--- config.mk ---
export PLATFORM = sky130hd
export DESIGN_NAME = pipe_run_ctrl
export DESIGN_NICKNAME = d
export VERILOG_FILES = /design/src/rtl/pipe_run_ctrl.sv
export SDC_FILE = /design/constraint.sdc
export NUM_CORES = 1
export LEC_CHECK = 0
export ABC_CLOCK_PERIOD_IN_PS = 5150
export CORE_ASPECT_RATIO = 1.1
export CORE_UTILIZATION = 49
export CTS_CLUSTER_DIAMETER = 150
export DETAILED_ROUTE_END_ITERATION = 8
export GPL_TIMING_DRIVEN = 0
export PLACE_DENSITY = 0.78
export SETUP_SLACK_MARGIN = 0.2
export SYNTH_ARGS = -nofsm -noshare
export SYNTH_HDL_FRONTEND = slang
export SYNTH_SLANG_ARGS = --single-unit
--- constraint.sdc ---
create_clock -name CLK -period 5.15 [get_ports CLK]
set_input_delay 1.2875 -clock CLK [delete_from_list [all_inputs] [get_ports CLK]]
set_output_delay 1.2875 -clock CLK [all_outputs]
set_load 0.02 [all_outputs]
--- src/rtl/pipe_run_ctrl.sv ---
// ---------------------------------------------------------------------------
// pipe_run_ctrl
//   Initiator side of the pipeline stage-enable sequencer handshake.
//   Launches a run on go, follows the sequencer's stage-enable vector through
//   fill, full-run and drain, requests a stop on a cycle limit, a halt or an
//   abort, then pulses done. Counts full-pipe (RUN) cycles and flags protocol
//   errors on the stage-enable vector.
//
// Ports
//   CLK         in   clock, rising edge
//   RSTN        in   asynchronous active-low reset
//   go          in   run request, accepted only when idle
//   step_count  in   full-pipe cycle limit, latched on accepted go (0 = none)
//   halt        in   HLT instruction decoded (honoured in FILL and RUN)
//   abort       in   external stop request (honoured in FILL and RUN)
//   stage_en    in   4-bit stage-enable vector from the sequencer
//   start       out  start request to the sequencer
//   stop        out  stop request to the sequencer
//   busy        out  run in progress (FILL, RUN, DRAIN)
//   done        out  one-cycle end-of-run pulse
//   run_cycles  out  RUN-state cycle count of the current or last run
//   err         out  sticky protocol error, cleared by the next accepted go
// ---------------------------------------------------------------------------
module pipe_run_ctrl #(
   parameter int unsigned CW = 16
) (
   input  logic          CLK,
   input  logic          RSTN,
   input  logic          go,
   input  logic [CW-1:0] step_count,
   input  logic          halt,
   input  logic          abort,
   input  logic [3:0]    stage_en,
   output logic          start,
   output logic          stop,
   output logic          busy,
   output logic          done,
   output logic [CW-1:0] run_cycles,
   output logic          err
);

   typedef enum logic [2:0] {
      S_IDLE,
      S_FILL,
      S_RUN,
      S_DRAIN,
      S_DONE
   } state_t;

   state_t        state_q, state_d;
   logic [CW-1:0] step_q, step_d;
   logic [CW-1:0] cyc_q, cyc_d;
   logic          stop_pend_q, stop_pend_d;
   logic          err_q, err_d;

   logic          code_legal;
   logic          proto_err;
   logic          limit_hit;
   logic          en_empty;
   logic          en_full;

   assign en_empty = (stage_en == 4'b0000);
   assign en_full  = (stage_en == 4'b1111);

   // Only the thermometer fill/drain codes are ever produced by the sequencer.
   always_comb begin
      code_legal = 1'b0;
      case (stage_en)
         4'b0000, 4'b0001, 4'b0011, 4'b0111,
         4'b1111, 4'b1110, 4'b1100, 4'b1000: code_legal = 1'b1;
         default:                            code_legal = 1'b0;
      endcase
   end

   always_comb begin
      proto_err = !code_legal;
      if (((state_q == S_IDLE) || (state_q == S_DONE)) && !en_empty)
         proto_err = 1'b1;
      if ((state_q == S_RUN) && en_empty)
         proto_err = 1'b1;
   end

   // Compared against the pre-increment count so the run lasts exactly
   // step_count RUN cycles.
   assign limit_hit = (step_q != '0) && (cyc_q == (step_q - CW'(1)));

   always_ff @(posedge CLK or negedge RSTN) begin
      if (!RSTN) begin
         state_q     <= S_IDLE;
         step_q      <= '0;
         cyc_q       <= '0;
         stop_pend_q <= 1'b0;
         err_q       <= 1'b0;
      end else begin
         state_q     <= state_d;
         step_q      <= step_d;
         cyc_q       <= cyc_d;
         stop_pend_q <= stop_pend_d;
         err_q       <= err_d;
      end
   end

   always_comb begin
      state_d     = state_q;
      step_d      = step_q;
      cyc_d       = cyc_q;
      stop_pend_d = stop_pend_q;
      err_d       = err_q | proto_err;

      case (state_q)
         S_IDLE: begin
            // An accepted go starts from a clean error state.
            if (go) begin
               step_d      = step_count;
               cyc_d       = '0;
               err_d       = 1'b0;
               stop_pend_d = 1'b0;
               state_d     = S_FILL;
            end
         end

         S_FILL: begin
            // The sequencer only honours stop once full, so remember it.
            if (halt || abort)
               stop_pend_d = 1'b1;
            if (proto_err)
               state_d = S_DONE;
            else if (en_full)
               state_d = S_RUN;
         end

         S_RUN: begin
            if (cyc_q != '1)
               cyc_d = cyc_q + CW'(1);
            if (proto_err)
               state_d = S_DONE;
            else if (stop_pend_q || halt || abort || limit_hit)
               state_d = S_DRAIN;
         end

         S_DRAIN: begin
            if (proto_err || en_empty)
               state_d = S_DONE;
         end

         S_DONE: begin
            state_d = S_IDLE;
         end

         default: begin
            state_d = S_IDLE;
         end
      endcase
   end

   assign start      = (state_q == S_FILL)  && en_empty;
   assign stop       = (state_q == S_DRAIN) && en_full;
   assign busy       = (state_q == S_FILL) || (state_q == S_RUN) || (state_q == S_DRAIN);
   assign done       = (state_q == S_DONE);
   assign run_cycles = cyc_q;
   assign err        = err_q;

endmodule

==> metrics.md, run 1 <==
| Metric | Value |
|---|---|
| Most common cell after layout, fill and taps aside | `clkdlybuf4s50_1` |
| Clk_lat worst skew | `~300 ps` |
| Worst slew pin tran | `approximately 930 ps` |
| PD cells | `between 400 and 500 mW/mm2` |
| Fillers | `435` |
| GP Congestion | `around 0.9` |
| Initial antenna violation count | `0` |
| CP Depth | `4` |
| Worst EP required | `between 3000 and 4000 ps` |
| Most frequent cells in the layout | `44 x clkdlybuf4s50_1, 38 x nor2_1, 37 x dfrtp_1` |
| Seq cells post-synth | `37` |
| P_leak | `around 1.2 nW` |
| Post-CTS Setup Inserts | `0` |
| Syn. warnings | `0` |
| Worst-path fanout max | `4` |
| Critical path class | `in -> out` |
| Max Slew Vio Count | `0` |
| Crit start category | `input port` |
| Headroom to the max-slew limit | `a little under two fifths` |
| Post-Route WL | `5671 um` |
| Row count | `26` |
| Worst r2r path cells | `9` |
| # IOs | `46` |
| Main synth FF type | `dfrtp_1` |
| Crit path max-delay family | `buffers and inverters` |
| Cell variety after synth | `49` |
| Crit end category | `output port` |
| Initial core utilization | `51.10%` |
| Adder-Cell Fraction of Synth Area | `between 1 and 1.5%` |
| Largest area contributor in the netlist | `dfrtp_1` |
| Max Cap Viol | `0` |
| Die Wd | `68.64 um` |
| Crit path DAT | `~3100 ps` |
| Syn Nets | `289` |
| Final Cycle Share | `a little under nine tenths` |
| RSZ-0062 raised after global routing | `false` |
| Post-Synth Simple-Gate Area | `approximately a quarter` |
| Final Power | `around 1.2 mW` |
| Clock Tree Root | `clkbuf_8` |
| WHS Path Cells | `2` |
| VDD IR max | `207.4 uV` |
| Crit path buf inv count | `2` |
| PostCTS Resize Cnt | `0` |
| CTS buffer count | `5` |
| Max H-tree Level | `2` |
| Hold Path Origin | `err` |
| Diodes inserted | `0` |
| Post-synth EDFFs | `0` |
| Area grow syn2layout | `25.41%` |
| Sink Count | `37` |
| Global-route wire length before repair | `between 9000 and 10000 um` |
| Initial DRC Count | `146` |
| Largest family of logic cells by synthesized area | `simple AND/OR/NAND/NOR gates` |
| Gr ovfl total | `0` |
| Crit path from | `stage_en[0]` |
| XOR/XNOR share of the synthesized area | `between 10% and 20%` |
| Post-synth top area share | `~39%` |
| Avg Cell Area, Syn | `approximately 9.1 um2` |
| Post-synthesis compound-gate area fraction | `between 10% and 20%` |
| Largest net degree at the start of global routing | `38` |
| Mux contribution to synthesized area | `7.841%` |
| Total number of vias | `~2100` |
| Setup_tns | `0 ps` |
| Worst path max stage delay | `about 600 ps` |
| Clock-pin transition on the worst setup and hold timing paths | `70 ps` |
| Share of cells above drive strength 1 | `about 10%` |
| DP HPWL | `~4100 um` |
| Drt pass-1 iters | `4` |
| Slowest cell on crit path | `clkdlybuf4s50_1` |
| Post-CTS Hold Fix Bufs | `0` |
| Final hold viol count | `0` |
| Core ar. | `around 0.0047 mm2` |
| Vias/cell | `5.773` |
| Mapped Cells | `262` |
| Vias in the first global route | `between 1500 and 2000` |
| Clock tree buffer depth | `2` |
| Worst path most repeated cell | `clkdlybuf4s50_1` |
| Synth top area cells | `dfrtp_1 39%, xor2_1 7.7%, mux2_2 6.6%` |
| Routed WL per cell | `around 15 um` |
| Fmax | `226.4 MHz` |
| Total die area | `~0.0052 mm2` |
| Clk_skew | `around 7.5 ps` |
| Layout net count | `around 340` |
| Detailed-route DRC error count | `0` |
| TritonCTS clock tree | `done` |
| Final setup vio count | `0` |
| Register area share after synthesis | `38.68%` |
| Cell Chain, Critical Path | `clkdlybuf4s50_1 -> nor4_1 -> and3_1 -> clkdlybuf4s50_1` |
| DRT antenna net count | `0` |
| Number of port buffers | `45` |
| Mapped cell area | `approximately 0.0024 mm2` |
| Final min period | `between 4000 and 5000 ps` |
| Total GRT Usage | `24.19%` |
| Reg-to-reg critical path startpoint | `step_q[0]` |
| Height of the die | `roughly 75 um` |
| Outcome | `complete, no violations` |
| Post-synth ARST share | `100.0%` |
| Hold Path Class | `reg -> reg` |
==> cell type report <==
type | count | area (um2) | area share (%)
clock buffers | 7 | 86.33 | 2.876
flip-flops and latches | 37 | 925.9 | 30.85
well taps | 56 | 70.07 | 2.334
plain buffers | 12 | 61.31 | 2.043
inverters | 8 | 30.03 | 1.000
multi-input cells | 205 | 1383 | 46.06
repair buffers | 45 | 445.4 | 14.84
==> worst register-to-register path, stage by stage, from the launching register on <==
cell       delay (ps)
dfrtp_1           440
inv_1              90
ha_1              270
or4b_4            490
buf_6             160
nor4_4            140
xnor2_1            80
or4_1             550
a2111oi_2         430
o21a_1            160
==> flip-flops by register name (all words and copies together), names as in the netlist <==
register / flops
err: 1
step_q: 16
run_cycles: 16
state_q: 3
stop_pend_q: 1
==> Yosys cell counts (all sizes together) (2+ instances only) <==
cell	count
inv	8
or4b	2
nand3b	3
ha	2
and3	3
nor4b	2
a41oi	2
o21ai	15
a21oi	6
nand4b	2
xnor2	10
dfrtp	37
a211oi	3
o211ai	2
o21a	2
xor2	21
nor2	38
nor3	6
and2	3
mux2i	3
nor4bb	3
mux2	14
buf	4
nand2	16
or3	7
clkbuf	8
and4	3
nand4	3
nor4	8
nand3	11
==> kinds of logic after synthesis <==
kind of cell | Yosys count
mux | 17
buf+inv | 20
flops | 37
xor+xnor | 31
compound gates | 40
simple gates | 115
fa+ha+maj | 2
==> power breakdown <==
part | switching [mW] | internal (mW)
Sequential | 0.0946 | 0.371
Combinational | 0.302 | 0.261
Clock | 0.106 | 0.106
Total | 0.502 | 0.738
==> final timing paths <==
kind,endpoint,slack (ps)
setup / recovery,start,730
hold / removal,err,520
setup reg to reg,state_q[0],2290
hold reg to reg,err,520
max in group asynchronous,run_cycles[13],3530
min in group asynchronous,run_cycles[0],1090
==> metrics by stage <==
stage	setup slack (ps)	hold slack, ps	cells	instance area (um2)	util [%]
after global routing	625.1	546.7	370	3002	64.08
after CTS	745.5	516.2	370	3002	64.08
after detailed placement	747.9	496.0	363	2915	62.23
after global placement	747.2	491.7	363	2914	62.21
final	733.4	516.0	370	3002	64.08
after floorplan	1745	507.0	262	2394	-
==> routing by layer <==
| layer | up-vias | wire [um] | global-route usage, % |
|---|---|---|---|
| li1 | 1046 | - | - |
| met1 | 1029 | 2639 | 32.42 |
| met2 | 54 | 2710 | 39.32 |
| met3 | 7 | 245 | 5.090 |
| met4 | 0 | 75 | 6.713 |
| met5 | - | 0 | 0 |
No activity file was read; power rests on OpenSTA's default activity.
==> run 2: changes to the inputs <==
--- a/config.mk
+++ b/config.mk
@@ -7,11 +7,11 @@
 export LEC_CHECK = 0
 export ABC_CLOCK_PERIOD_IN_PS = 5150
 export CORE_ASPECT_RATIO = 1.1
-export CORE_UTILIZATION = 49
+export CORE_UTILIZATION = 30
 export CTS_CLUSTER_DIAMETER = 150
 export DETAILED_ROUTE_END_ITERATION = 8
 export GPL_TIMING_DRIVEN = 0
-export PLACE_DENSITY = 0.78
+export PLACE_DENSITY = 0.53
 export SETUP_SLACK_MARGIN = 0.2
 export SYNTH_ARGS = -nofsm -noshare
 export SYNTH_HDL_FRONTEND = slang
==> run 2 against run 1 <==
Net effect: sequential share of layout area shrank 0.98 points; clock power grew 26%; core utilization decreased by 23 points; largest power group unchanged; largest cell class unchanged; critical endpoint unchanged; clock skew decreased by 0.77 ps; via count decreased by 2.9%.
==> metrics.md, run 2 (synthesis results as in run 1) <==
| Metric | Value |
|---|---|
| Post-CTS Setup Inserts | `0 (unchanged)` |
| Drt pass-1 iters | `4 (unchanged)` |
| Initial antenna violation count | `0 (unchanged)` |
| Total die area | `0.008340 mm2 (+61%)` |
| Post-Route WL | `6027 um (+6.3%)` |
| Share of cells above drive strength 1 | `10.44% (+0.57 points)` |
| Total GRT Usage | `15.82% (-8.4 points)` |
| Final Power | `1.295 mW (+4.4%)` |
| Crit end category | `output port` |
| RSZ-0062 raised after global routing | `false` |
| DRT antenna net count | `0 (unchanged)` |
| Area grow syn2layout | `29.53%` |
| Critical path class | `in -> out` |
| Height of the die | `95.68 um (+27%)` |
| WHS Path Cells | `2 (unchanged)` |
| Global-route wire length before repair | `10180 um (+11%)` |
| Sink Count | `37 (unchanged)` |
| Crit start category | `input port` |
| Worst-path fanout max | `4 (unchanged)` |
| Hold EP | `err` |
| P_leak | `1.202 nW (+1.6%)` |
| Largest net degree at the start of global routing | `38 (unchanged)` |
| Clock tree buffer depth | `2 (unchanged)` |
| Vias/cell | `4.929 (-15%)` |
| Reg-to-reg slack, setup | `2220 ps (-70 ps)` |
| Final Cycle Share | `84.54% (-1.2 points)` |
| PD cells | `417.6 mW/mm2 (+1.1%)` |
| Routed WL per cell | `14.32 um (-6.6%)` |
| Die Wd | `87.17 um (+27%)` |
| Worst r2r path cells | `9 (unchanged)` |
| Placed Instance Area | `0.002984 mm2 (+2.4%)` |
| Max Slew Vio Count | `0 (unchanged)` |
| Final setup vio count | `0 (unchanged)` |
| CTS buffer count | `5 (unchanged)` |
| PostCTS Resize Cnt | `0 (unchanged)` |
| Clk_skew | `6.761 ps (-0.7662 ps)` |
| R2r endpoint | `state_q[0]` |
| Reg-to-reg critical path startpoint | `step_q[0]` |
| Hold Path Class | `reg -> reg` |
| Clk_lat worst skew | `290 ps (about the same)` |
| GP Congestion | `0.8246 (-8.8%)` |
| VDD IR max | `170.4 uV (-18%)` |
| Fmax | `229.7 MHz (+1.4%)` |
| Headroom to the max-slew limit | `43.29% (+5.5 points)` |
| DP HPWL | `4504 um (+9.2%)` |
| Final instance area | `0.003100 mm2 (+3.3%)` |
| Worst EP required | `3860 ps (about the same)` |
| Max H-tree Level | `2 (unchanged)` |
| Number of port buffers | `45 (unchanged)` |
| Final hold viol count | `0 (unchanged)` |
| Max Cap Viol | `0 (unchanged)` |
| Core ar. | `0.007597 mm2 (+62%)` |
| Post-CTS Hold Fix Bufs | `0 (unchanged)` |
| Initial core utilization | `31.51% (-20 points)` |
| Outcome | `complete, no violations` |
| Most common cell after layout, fill and taps aside | `clkdlybuf4s50_1` |
| Layout net count | `342 (+0.29%)` |
| Setup_tns | `0 ps (unchanged)` |
| # IOs | `46 (unchanged)` |
| Vias in the first global route | `2093 (+8.2%)` |
| Detailed-route DRC error count | `0 (unchanged)` |
| Row count | `33 (+27%)` |
| Hold Path Origin | `err` |
| Initial DRC Count | `87 (-40%)` |
| Total number of vias | `2075 (-2.9%)` |
| Clock-pin transition on the worst setup and hold timing paths | `80 ps (about the same)` |
| TritonCTS clock tree | `done` |
| Crit path DAT | `3070 ps (-60 ps)` |
| Gr ovfl total | `0 (unchanged)` |
| Most frequent cells in the layout | `44 x clkdlybuf4s50_1, 38 x nor2_1, 37 x dfrtp_1` |
| Worst slew pin tran | `842.9 ps (-87.48 ps)` |
| Diodes inserted | `0 (unchanged)` |
| Final min period | `4354 ps (-62.81 ps)` |
| Clock Tree Root | `clkbuf_8` |
## run 2: cell count changes in the layout (fill, tap and decap cells not counted)
cell / delta
buf_4: +1
bufinv_16: +1
## run 2: routing by layer
metal	vias up	part of all wire [%]	track usage, %
li1	1044	-	-
met1	986	48	19.99
met2	38	48	27.43
met3	7	3.5	3.030
met4	0	1.0	4.508
met5	-	0	0
## run 2: metrics by stage
stage	utilization, %	hold WS [ps]	setup WS [ps]	std cells
after global routing	40.81	556.3	607.6	421
final	40.81	511.6	796.2	421
after CTS	40.81	523.4	794.3	421
after floorplan	-	507.0	1745	262
after detailed placement	39.28	499.9	814.9	413
after global placement	39.16	500.0	484.5	412
## run 2: worst max-delay path by stage
stage	from	endpoint	slack (ps)	depth (start not counted)
detailed placement	stage_en[0]	start	810	4
finish	stage_en[0]	start	800	4
global route	stage_en[0]	start	610	4
floorplan	stage_en[3]	stop	1750	2
global placement	go	run_cycles[14]	480	5
CTS	stage_en[0]	start	790	4
## run 2: where the power goes
part / leakage (nW) / total (mW) / switching (mW) / internal [mW]
clock: 0.0585 / 0.267 / 0.108 / 0.158
combinational: 0.668 / 0.564 / 0.300 / 0.264
sequential: 0.476 / 0.464 / 0.0937 / 0.371
## run 2: worst max-delay path, cell delays in order
cell and delay, ps:
clkdlybuf4s50_1 450, nor4_1 490, and3_1 230, clkdlybuf4s50_1 600
## run 2: cell type report
cell class,count,area (um2)
Fill cell,774,4497
Timing Repair Buffer,46,452.9
Sequential cell,37,925.9
Multi-Input combinational cell,205,1383
Tap cell,105,131.4
Buffer,12,61.31
Clock buffer,7,86.33
Inverter,8,30.03
Clock inverter,1,30.03
==> run 3: changes to the inputs <==
--- a/config.mk
+++ b/config.mk
@@ -5,13 +5,13 @@
 export SDC_FILE = /design/constraint.sdc
 export NUM_CORES = 1
 export LEC_CHECK = 0
-export ABC_CLOCK_PERIOD_IN_PS = 5150
+export ABC_CLOCK_PERIOD_IN_PS = 4000
 export CORE_ASPECT_RATIO = 1.1
 export CORE_UTILIZATION = 30
 export CTS_CLUSTER_DIAMETER = 150
 export DETAILED_ROUTE_END_ITERATION = 8
 export GPL_TIMING_DRIVEN = 0
-export PLACE_DENSITY = 0.53
+export PLACE_DENSITY = 0.55
 export SETUP_SLACK_MARGIN = 0.2
 export SYNTH_ARGS = -nofsm -noshare
 export SYNTH_HDL_FRONTEND = slang
==> constraint.sdc (replaced) <==
create_clock -name CLK -period 4 [get_ports CLK]
set_input_delay 1 -clock CLK [delete_from_list [all_inputs] [get_ports CLK]]
set_output_delay 1 -clock CLK [all_outputs]
set_load 0.02 [all_outputs]
==> run 3 against run 2 <==
Net effect: setup slack got worse by 490 ps; global-route usage increased by 0.17 points; sequential share of layout area increased by 0.23 points; largest power group unchanged; hold slack improved by 11 ps; critical endpoint is now stop; highest routed layer unchanged; largest cell class unchanged.
==> metrics.md, run 3 (synthesis results as in run 1) <==
| Metric | Value |
|---|---|
| Outcome | `complete, no violations` |
| Area of the multi-input gates | `0.001389 mm2 (+0.45%)` |
| Final Power | `1.596 mW (+23%)` |
| Worst-path fanout max | `5 (+1)` |
| Max H-tree Level | `2 (unchanged)` |
| Logic pwr share | `45.7% (+2.1 points)` |
| Initial core utilization | `31.51% (unchanged)` |
| Routed WL per cell | `14.43 um (+0.79%)` |
| DP HPWL | `4472 um (-0.69%)` |
| Worst slew pin tran | `875.3 ps (+32.37 ps)` |
| Vias in the first global route | `2105 (+0.57%)` |
| Worst path max stage delay | `660 ps (+60 ps)` |
| Flop pwr share | `37.7% (+1.8 points)` |
| P_leak | `1.188 nW (-1.1%)` |
| Most common cell after layout, fill and taps aside | `clkdlybuf4s50_1` |
| Fillers | `798 (+3.1%)` |
| Final Cycle Share | `92.25%` |
| Total number of vias | `2094 (+0.92%)` |
| Final hold viol count | `0 (unchanged)` |
| Row count | `33 (unchanged)` |
| Diodes inserted | `0 (unchanged)` |
| Initial DRC Count | `122 (+40%)` |
| Critical path class | `in -> out` |
| Clock Tree Root | `clkbuf_8` |
| Setup slack after layout | `309.9 ps (-486.3 ps)` |
| Max Slew Vio Count | `0 (unchanged)` |
| Vias/cell | `4.986 (+1.2%)` |
| Clk network pwr share | `16.6% (-4.0 points)` |
| Slowest cell on crit path | `clkdlybuf4s50_1` |
| Cell Chain, Critical Path | `clkdlybuf4s50_1 -> nand4_1 -> nor4bb_1 -> clkdlybuf4s50_1` |
| PD cells | `518.8 mW/mm2 (+24%)` |
| Crit start category | `input port` |
| Final min period | `around 3700 ps` |
| Global-route wire length before repair | `10200 um (+0.21%)` |
| Headroom to the max-slew limit | `41.11% (-2.2 points)` |
| Initial antenna violation count | `0 (unchanged)` |
| Clk_lat worst skew | `290 ps (about the same)` |
| Most frequent cells in the layout | `44 x clkdlybuf4s50_1, 38 x nor2_1, 37 x dfrtp_1` |
| # IOs | `46 (unchanged)` |
| CTS buffer count | `5 (unchanged)` |
| Worst EP required | `3000 ps (-860 ps)` |
| Total GRT Usage | `15.99% (+0.17 points)` |
| VDD IR max | `310.2 uV (+82%)` |
| Switching power | `642.4 uW (+28%)` |
| Total die area | `0.008340 mm2 (unchanged)` |
| Crit end category | `output port` |
| TritonCTS clock tree | `done` |
| Worst path most repeated cell | `clkdlybuf4s50_1` |
| Largest net degree at the start of global routing | `38 (unchanged)` |
| Post-CTS Setup Inserts | `0 (unchanged)` |
| DRT antenna net count | `0 (unchanged)` |
| Clock-pin transition on the worst setup and hold timing paths | `70 ps (about the same)` |
| Final setup vio count | `0 (unchanged)` |
| Post-Route WL | `6060 um (+0.55%)` |
| Fmax | `271.0 MHz` |
| RSZ-0062 raised after global routing | `false` |
| Share of cells above drive strength 1 | `10.48% (+0.033 points)` |
| Layout net count | `342 (unchanged)` |
| GP Congestion | `0.8334 (+1.1%)` |
| Detailed-route DRC error count | `0 (unchanged)` |
| Switching share of power | `40.24% (+1.5 points)` |
| Clock tree buffer depth | `2 (unchanged)` |
| Die Wd | `87.17 um (unchanged)` |
| Register area | `925.9 um2 (unchanged)` |
| Crit path DAT | `2690 ps (-380 ps)` |
| Drt pass-1 iters | `5 (+1)` |
| Worst slack, placed | `209.4 ps (-605.5 ps)` |
| Gr ovfl total | `0 (unchanged)` |
| Area grow syn2layout | `28.54%` |
| Core ar. | `0.007597 mm2 (unchanged)` |
| Hold Path Class | `reg -> reg` |
| Int Power | `953.9 uW (+20%)` |
| Max Cap Viol | `0 (unchanged)` |
| Height of the die | `95.68 um (unchanged)` |
| Sink Count | `37 (unchanged)` |
| Clk_skew | `9.490 ps (+2.729 ps)` |
| Number of port buffers | `45 (unchanged)` |
-- run 3: cell types whose count changed in the layout (fill, tap and decap cells not counted) --
cell | before | now
nor4_1 | 7 | 6
bufinv_16 | 1 | 0
nor4_2 | 0 | 1
-- run 3: timing repair --
item	4_1_cts	5_1_grt
gates resized for setup	1	0
hold buffers	0	0
endpoints found under the setup margin	1	0
-- run 3: metrics by stage --
| step | std cells | hold slack (ps) | util, % | TNS (ps) | instance area, um2 |
|---|---|---|---|---|---|
| detailed placement | 413 | 496.5 | 39.28 | 0 | 2984 |
| global route | 420 | 577.1 | 40.50 | 0 | 3077 |
| CTS | 420 | 521.6 | 40.50 | 0 | 3077 |
| finish | 420 | 522.3 | 40.50 | 0 | 3077 |
| floorplan | 262 | 507.0 | - | 0 | 2394 |
| global placement | 412 | 499.8 | 39.16 | -3627 | 2975 |
-- run 3: critical path: cells and delay by family --
| kind | cells | cell delay, ps |
|---|---|---|
| buffers and inverters | 2 | 1240 |
| AND/OR/NAND/NOR | 2 | 460 |
-- run 3: path summary, 6_finish.rpt --
check	startpoint	end	slack, ps	depth (start not counted)
setup / recovery	stage_en[3]	stop	310	4
hold / removal	err	err	520	2
setup reg to reg	step_q[0]	state_q[0]	1100	9
hold reg to reg	err	err	520	2
max in group asynchronous	RSTN	step_q[12]	2650	1
min in group asynchronous	RSTN	step_q[2]	810	1
-- run 3: power groups by stage --
stage               logic [mW]  registers [mW]  clock network, mW
floorplan                0.539           0.579                  0
global placement         0.716           0.605                  0
detailed placement       0.729           0.607                  0
CTS                      0.736           0.601              0.278
global route             0.810           0.622              0.297
finish                   0.729           0.601              0.266
-- run 3: per-layer routing --
metal | vias up | track usage [%] | wire length (um)
li1 | 1045 | - | -
met1 | 1004 | 20.68 | 2859
met2 | 39 | 26.38 | 2877
met3 | 6 | 3.290 | 231
met4 | 0 | 5.738 | 91
met5 | - | 0 | 0
-- run 3: layout make-up --
| class | instances | area share, % |
|---|---|---|
| multi-input cells | 205 | 45.14 |
| flip-flops and latches | 37 | 30.09 |
| repair buffers | 46 | 14.72 |
| well taps | 105 | 4.270 |
| clock buffers | 7 | 2.806 |
| plain buffers | 12 | 1.993 |
| inverters | 8 | 0.9760 |
